--- src/rtl/uart_pkg.sv ---
// Shared UART definitions: receiver state encoding, oversampling constants
// and the baud divider calculation used by receiver and transmitter.
package uart_pkg;

    typedef enum logic [2:0] {
        WAIT_HIGH,
        IDLE,
        START,
        DATA,
        STOP
    } rx_state_e;

    localparam int         OS_RATE = 16;
    localparam logic [3:0] VOTE_A  = 4'd7;
    localparam logic [3:0] VOTE_B  = 4'd8;
    localparam logic [3:0] VOTE_C  = 4'd9;
    localparam logic [3:0] SC_LAST = 4'(OS_RATE - 1);

    // Rounded clocks per oversampling tick, never below one.
    function automatic int calc_div(input int clk_hz, input int baud);
        int d;
        d = (clk_hz + (baud * OS_RATE) / 2) / (baud * OS_RATE);
        return (d < 1) ? 1 : d;
    endfunction

endpackage

--- src/rtl/uart_rx_os_if.sv ---
// Byte-stream interface between the UART receiver and the frame parser.
// byte_valid is a one-cycle strobe with no back-pressure: data is valid in the
// strobe cycle and held until the next good byte; there is no ready signal.
interface uart_rx_os_if;
    logic       rxd;
    logic [7:0] data;
    logic       byte_valid;
    logic       frame_err;
    logic       busy;

    modport master (input rxd, output data, output byte_valid, output frame_err, output busy);
    modport slave  (output rxd, input data, input byte_valid, input frame_err, input busy);
endinterface

--- src/rtl/uart_baud_tick.sv ---
// Free-running divider emitting one tick every DIV clocks, with a synchronous
// clear so a receiver can phase-align ticks to a start edge.
module uart_baud_tick #(
    parameter int DIV = 27
) (
    input  logic clk,
    input  logic rst_n,
    input  logic i_clr,
    output logic o_tick
);
    localparam int            CW   = (DIV > 1) ? $clog2(DIV) : 1;
    localparam logic [CW-1:0] LAST = CW'(DIV - 1);

    logic [CW-1:0] r_cnt;

    always_ff @(posedge clk or negedge rst_n) begin
        if (!rst_n) begin
            r_cnt <= '0;
        end else if (i_clr || (r_cnt == LAST)) begin
            r_cnt <= '0;
        end else begin
            r_cnt <= r_cnt + CW'(1);
        end
    end

    assign o_tick = (r_cnt == LAST);

endmodule

--- src/rtl/uart_rx_os.sv ---
// 16x oversampling 8N1 receiver: synchroniser, 3-sample majority vote,
// false-start rejection and framing-error strobe.
module uart_rx_os
    import uart_pkg::*;
#(
    parameter int CLK_HZ = 50_000_000,
    parameter int BAUD   = 115200
) (
    input  logic         tclk,
    input  logic         rst_n,
    uart_rx_os_if.master bus,
    output rx_state_e    o_dbg_state
);
    localparam int DIV = calc_div(CLK_HZ, BAUD);

    logic       r_sync1, r_rxs;
    rx_state_e  r_state, w_state_n;
    logic [3:0] r_sc, w_sc_n;
    logic [3:0] r_hcnt, w_hcnt_n;
    logic [2:0] r_bit, w_bit_n;
    logic [7:0] r_shift, w_shift_n;
    logic [7:0] r_data, w_data_n;
    logic       r_bv, w_bv_n;
    logic       r_fe, w_fe_n;
    logic       r_s7, r_s8;
    logic       w_tick, w_clr, w_vote, w_vote_now, w_bit_end;

    uart_baud_tick #(.DIV(DIV)) u_tick (
        .clk    (tclk),
        .rst_n  (rst_n),
        .i_clr  (w_clr),
        .o_tick (w_tick)
    );

    assign w_vote     = (r_s7 & r_s8) | (r_s7 & r_rxs) | (r_s8 & r_rxs);
    assign w_vote_now = w_tick && (r_sc == VOTE_C);
    assign w_bit_end  = w_tick && (r_sc == SC_LAST);

    always_ff @(posedge tclk or negedge rst_n) begin
        if (!rst_n) begin
            r_sync1 <= 1'b1;
            r_rxs   <= 1'b1;
            r_state <= WAIT_HIGH;
            r_sc    <= '0;
            r_hcnt  <= '0;
            r_bit   <= '0;
            r_shift <= '0;
            r_data  <= '0;
            r_bv    <= 1'b0;
            r_fe    <= 1'b0;
            r_s7    <= 1'b1;
            r_s8    <= 1'b1;
        end else begin
            r_sync1 <= bus.rxd;
            r_rxs   <= r_sync1;
            r_state <= w_state_n;
            r_sc    <= w_sc_n;
            r_hcnt  <= w_hcnt_n;
            r_bit   <= w_bit_n;
            r_shift <= w_shift_n;
            r_data  <= w_data_n;
            r_bv    <= w_bv_n;
            r_fe    <= w_fe_n;
            if (w_tick && (r_sc == VOTE_A)) r_s7 <= r_rxs;
            if (w_tick && (r_sc == VOTE_B)) r_s8 <= r_rxs;
        end
    end

    always_comb begin
        w_state_n = r_state;
        w_sc_n    = w_tick ? (r_sc + 4'd1) : r_sc;
        w_hcnt_n  = r_hcnt;
        w_bit_n   = r_bit;
        w_shift_n = r_shift;
        w_data_n  = r_data;
        w_bv_n    = 1'b0;
        w_fe_n    = 1'b0;
        w_clr     = 1'b0;
        case (r_state)
            WAIT_HIGH: begin
                if (w_tick) begin
                    if (!r_rxs) begin
                        w_hcnt_n = '0;
                    end else if (r_hcnt == SC_LAST) begin
                        w_hcnt_n  = '0;
                        w_state_n = IDLE;
                    end else begin
                        w_hcnt_n = r_hcnt + 4'd1;
                    end
                end
            end
            IDLE: begin
                // Line is known idle here, so a low level is a start edge.
                if (!r_rxs) begin
                    w_clr     = 1'b1;
                    w_sc_n    = '0;
                    w_state_n = START;
                end
            end
            START: begin
                if (w_vote_now && w_vote) begin
                    w_state_n = IDLE;
                end else if (w_bit_end) begin
                    w_bit_n   = '0;
                    w_state_n = DATA;
                end
            end
            DATA: begin
                if (w_vote_now) w_shift_n = {w_vote, r_shift[7:1]};
                if (w_bit_end) begin
                    if (r_bit == 3'd7) w_state_n = STOP;
                    else               w_bit_n   = r_bit + 3'd1;
                end
            end
            STOP: begin
                // Leave at the vote, not the bit end, so a following start bit is caught.
                if (w_vote_now) begin
                    if (w_vote) begin
                        w_data_n  = r_shift;
                        w_bv_n    = 1'b1;
                        w_state_n = IDLE;
                    end else begin
                        w_fe_n    = 1'b1;
                        w_hcnt_n  = '0;
                        w_state_n = WAIT_HIGH;
                    end
                end
            end
            default: w_state_n = WAIT_HIGH;
        endcase
    end

    assign bus.data       = r_data;
    assign bus.byte_valid = r_bv;
    assign bus.frame_err  = r_fe;
    assign bus.busy       = (r_state == START) || (r_state == DATA) || (r_state == STOP);
    assign o_dbg_state    = r_state;

endmodule
--- src/flat_wrapper.sv ---
// flat-port wrapper written by rule: the top's interface ports become plain ports
module uart_rx_os_flat import uart_pkg::*;
#(
    parameter int CLK_HZ = 50_000_000,
    parameter int BAUD   = 115200
)
  (tclk, rst_n, o_dbg_state, bus_rxd, bus_data, bus_byte_valid, bus_frame_err, bus_busy);
  uart_rx_os_if bus_i ();
  input  logic tclk;
  input  logic rst_n;
  output rx_state_e o_dbg_state;
  input wire logic [$bits(bus_i.rxd)-1:0] bus_rxd;
  output wire logic [$bits(bus_i.data)-1:0] bus_data;
  output wire logic [$bits(bus_i.byte_valid)-1:0] bus_byte_valid;
  output wire logic [$bits(bus_i.frame_err)-1:0] bus_frame_err;
  output wire logic [$bits(bus_i.busy)-1:0] bus_busy;
  assign bus_i.rxd = bus_rxd;
  assign bus_data = bus_i.data;
  assign bus_byte_valid = bus_i.byte_valid;
  assign bus_frame_err = bus_i.frame_err;
  assign bus_busy = bus_i.busy;
  uart_rx_os #(.CLK_HZ(CLK_HZ), .BAUD(BAUD)) u_core (.tclk(tclk), .rst_n(rst_n), .bus(bus_i), .o_dbg_state(o_dbg_state));
endmodule
--- config.mk ---
export PLATFORM = sky130hd
export DESIGN_NAME = uart_rx_os_flat
export DESIGN_NICKNAME = d
export VERILOG_FILES = /design/src/rtl/uart_pkg.sv /design/src/rtl/uart_rx_os_if.sv /design/src/rtl/uart_baud_tick.sv /design/src/rtl/uart_rx_os.sv /design/src/flat_wrapper.sv
export SDC_FILE = /design/constraint.sdc
export NUM_CORES = 1
export LEC_CHECK = 0
export ABC_AREA = 1
export CAP_MARGIN = 10
export CORE_ASPECT_RATIO = 0.6
export CORE_UTILIZATION = 45
export CTS_BUF_LIST = sky130_fd_sc_hd__clkbuf_16
export CTS_CLUSTER_SIZE = 25
export DETAILED_ROUTE_END_ITERATION = 12
export PLACE_DENSITY = 0.7
export SETUP_SLACK_MARGIN = 0.1
export SYNTH_ARGS = -nofsm -noshare
export SYNTH_HDL_FRONTEND = slang
export SYNTH_SLANG_ARGS = --single-unit
--- constraint.sdc ---
create_clock -name tclk -period 1.5 [get_ports tclk]
set_input_delay 0.15 -clock tclk [delete_from_list [all_inputs] [get_ports tclk]]
set_output_delay 0.15 -clock tclk [all_outputs]
set_load 0.005 [all_outputs]
==> qor.yml <==
status: "finished with violations"
failed_checks: "negative setup slack"
finalHoldViolCount: 0
synth_cells: 227
hold_class: "in -> reg"
wl_per_cell_um: 13.3
synth-seq-cells: 41
drive_above_1_share: 0.378
grt_pass1_wl_mm: 6.87
first_pass_iters: 4
die_h_um: 54.6
crit_fanout: 5
initial_utilization: 0.488
cp-start-kind: "register"
ir_worst_vdd_mv: 0.501
drt_iter0_markers: 97
grt_pass1_vias: 1503
power.switching_mw: 0.441
grt-ovfl-total: 0
numPortBuffers: 16
maxSlewHeadroom: 0.660
rows: 18
die_w_um: 89.7
area_delta_synth_final_pct: 32.6
multi_input_area_um2: 1070
grtUsageTotal: 0.187
async_flop_share: 1.00
layout_min_cycle_time_ps: 1550
cts_buffers: 5
drcViolationCount: 0
rsz0062_at_grt: "yes"
place_ws_ps: -47.5
p_leak_nw: 1.29
fmax_mhz: 643
power_frac_clock: 0.504
drtAntennaViolNets: 0
maxSlewViolCount: 0
fin_worst_skew_ps: 4.63
clk_latency_ps: 280
syn_nets: 238
die_area_um2: 4900
antenna_found_initial: 0
end_kind: "register"
finalPower_mw: 2.34
via_per_inst: 5.04
stdcell_count: 322
avgSynthCellArea_um2: 9.16
critPathArrivalTime_ps: 1720
p_int_mw: 1.90
final_nets: 273
yosysUniqueCellTypes: 31
dp_cells: 310
tightest_slew_ps: 510
setup_viol: 18
synthFlopType: "dfrtp_1"
wirelength_mm: 4.28
core_um2: 4260
yosysWarningCount: 0
regArea_um2: 1030
cts_root_buf: "clkbuf_16"
cts.path.max_buffers: 2
grt_max_degree: 42
antenna_cells: 0
power_frac_seq: 0.478
cts_htree_levels: 2
setup_ws_ps: -54.8
vias: 1623
io-pin-count: 17
cts_tree: "built"
crit_required_ps: 1670
fin_crit_sh: 1.04
gp_congestion: 0.805
power_density_nw_per_um2: 848
synth_edf_count: 0
p_sw_frac: 0.189
crit_type: "reg -> reg"
syn_area_um2: 2080
power_frac_comb: 0.018
cts.sinks: 41
cap_violations: 0
ys_seq_area_frac: 0.496
clk_pin_slew_worst_paths_ps: 60
place_hpwl_mm: 2.76
fill_cells: 345
==> cells in the final DEF, fill, tap and decap left out, drive strengths merged <==
cell type / instances
dfrtp: 37
a211oi: 1
bufinv: 1
clkdlybuf4s15: 1
nor3: 4
nor2: 17
xor2: 1
ha: 8
dlygate4sd3: 1
clkbuf: 6
dlygate4sd2: 2
inv: 28
nand3: 17
clkinv: 2
nand3b: 1
nor3b: 2
mux2: 1
dfstp: 4
nand2: 60
clkdlybuf4s50: 12
a21oi: 6
nand4: 8
o21ai: 27
xnor2: 1
buf: 14
==> stage by stage <==
step | utilization | hold WS [ps] | cell area (µm²) | setup TNS, ps
after global placement | 0.557 | 245 | 2370 | -11.0
after floorplan | - | -146 | 2090 | 0
after CTS | 0.622 | 279 | 2650 | -93.4
after detailed placement | 0.557 | 244 | 2370 | -277
final | 0.647 | 284 | 2760 | -337
after global routing | 0.647 | 291 | 2760 | -2290
==> synthesized netlist by cell type, drive strengths merged (2+ instances only) <==
master  count  area [µm²]
buf         4        26.3
ha          8         100
dfrtp      37         926
dfstp       4         105
inv        28         105
o21ai      27         161
a21oi       6        30.0
nor2       17         115
nand2      60         253
nor3b       2        15.0
nand3      16         103
nor3        4        25.0
nand4       8        50.1
==> registers in the layout (all words and copies together), names as in the netlist, 3 cells and up <==
name	cells
u_core.bus.data	8
u_core.r_shift	8
u_core.u_tick.r_cnt	5
u_core.o_dbg_state	3
u_core.r_hcnt	4
u_core.r_bit	3
u_core.r_sc	4
==> layer usage <==
layer | GRT usage | part of all wire
met3 | 0.0431 | 0.028
met5 | 0 | 0
met1 | 0.258 | 0.53
met4 | 0.107 | 0.020
met2 | 0.278 | 0.42
==> cells by family (layout without fill, tap and decap cells) <==
| family | Yosys count | in the layout | share of synthesized area |
|---|---|---|---|
| compound gates | 34 | 34 | 0.0957 |
| xor+xnor | 2 | 2 | 0.00843 |
| fa+ha+maj | 8 | 8 | 0.0482 |
| buf+inv | 33 | 67 | 0.0650 |
| flops | 41 | 41 | 0.496 |
| mux | 1 | 1 | 0.00722 |
| simple gates | 108 | 109 | 0.279 |
==> layout make-up <==
class | instances | area share
multi-input cells | 154 | 0.389
flip-flops and latches | 41 | 0.375
repair buffers | 31 | 0.111
clock buffers | 5 | 0.0454
inverters | 29 | 0.0400
well taps | 60 | 0.0272
clock inverters | 2 | 0.0127
==> worst max-delay path, cell delays in order (launching register included) <==
cell and delay, ps:
dfrtp_1 380, inv_1 60, ha_2 200, nand2_4 60
inv_2 60, nand2_4 60, nor2_8 200, nand2_4 100
mux2_4 310
==> path summary, 6_finish.rpt <==
path | start | to | slack, ps | cells after the start
worst max-delay path | u_core.u_tick.r_cnt[0] | u_core.r_shift[7] | -50 | 8
worst min-delay path | bus_rxd | u_core.r_sync1 | 280 | 1
worst max register to register | u_core.u_tick.r_cnt[0] | u_core.r_shift[7] | -50 | 8
worst min register to register | u_core.r_sync1 | u_core.r_rxs | 350 | 0
max in group asynchronous | rst_n | u_core.o_dbg_state[2] | 650 | 3
min in group asynchronous | rst_n | u_core.r_sc[2] | 470 | 3
==> timing repair <==
item	in CTS	in global routing
endpoints found under the setup margin	32	40
gates resized for setup	32	25
pin swaps	7	8
cloned	1	1
hold buffers	1	0
endpoints found under the hold margin	37	0
buffers inserted	2	1
==> power by group through the flow <==
stage          Sequential (mW)  Combinational, mW  Clock, mW
2_1_floorplan             1.14             0.0102          0
3_3_place_gp              1.14             0.0407          0
3_5_place_dp              1.14             0.0405          0
4_1_cts                   1.12             0.0429       1.21
5_1_grt                   1.12             0.0486       1.25
6_report                  1.12             0.0421       1.18
Note: power is estimated with default switching activity, not from simulation.
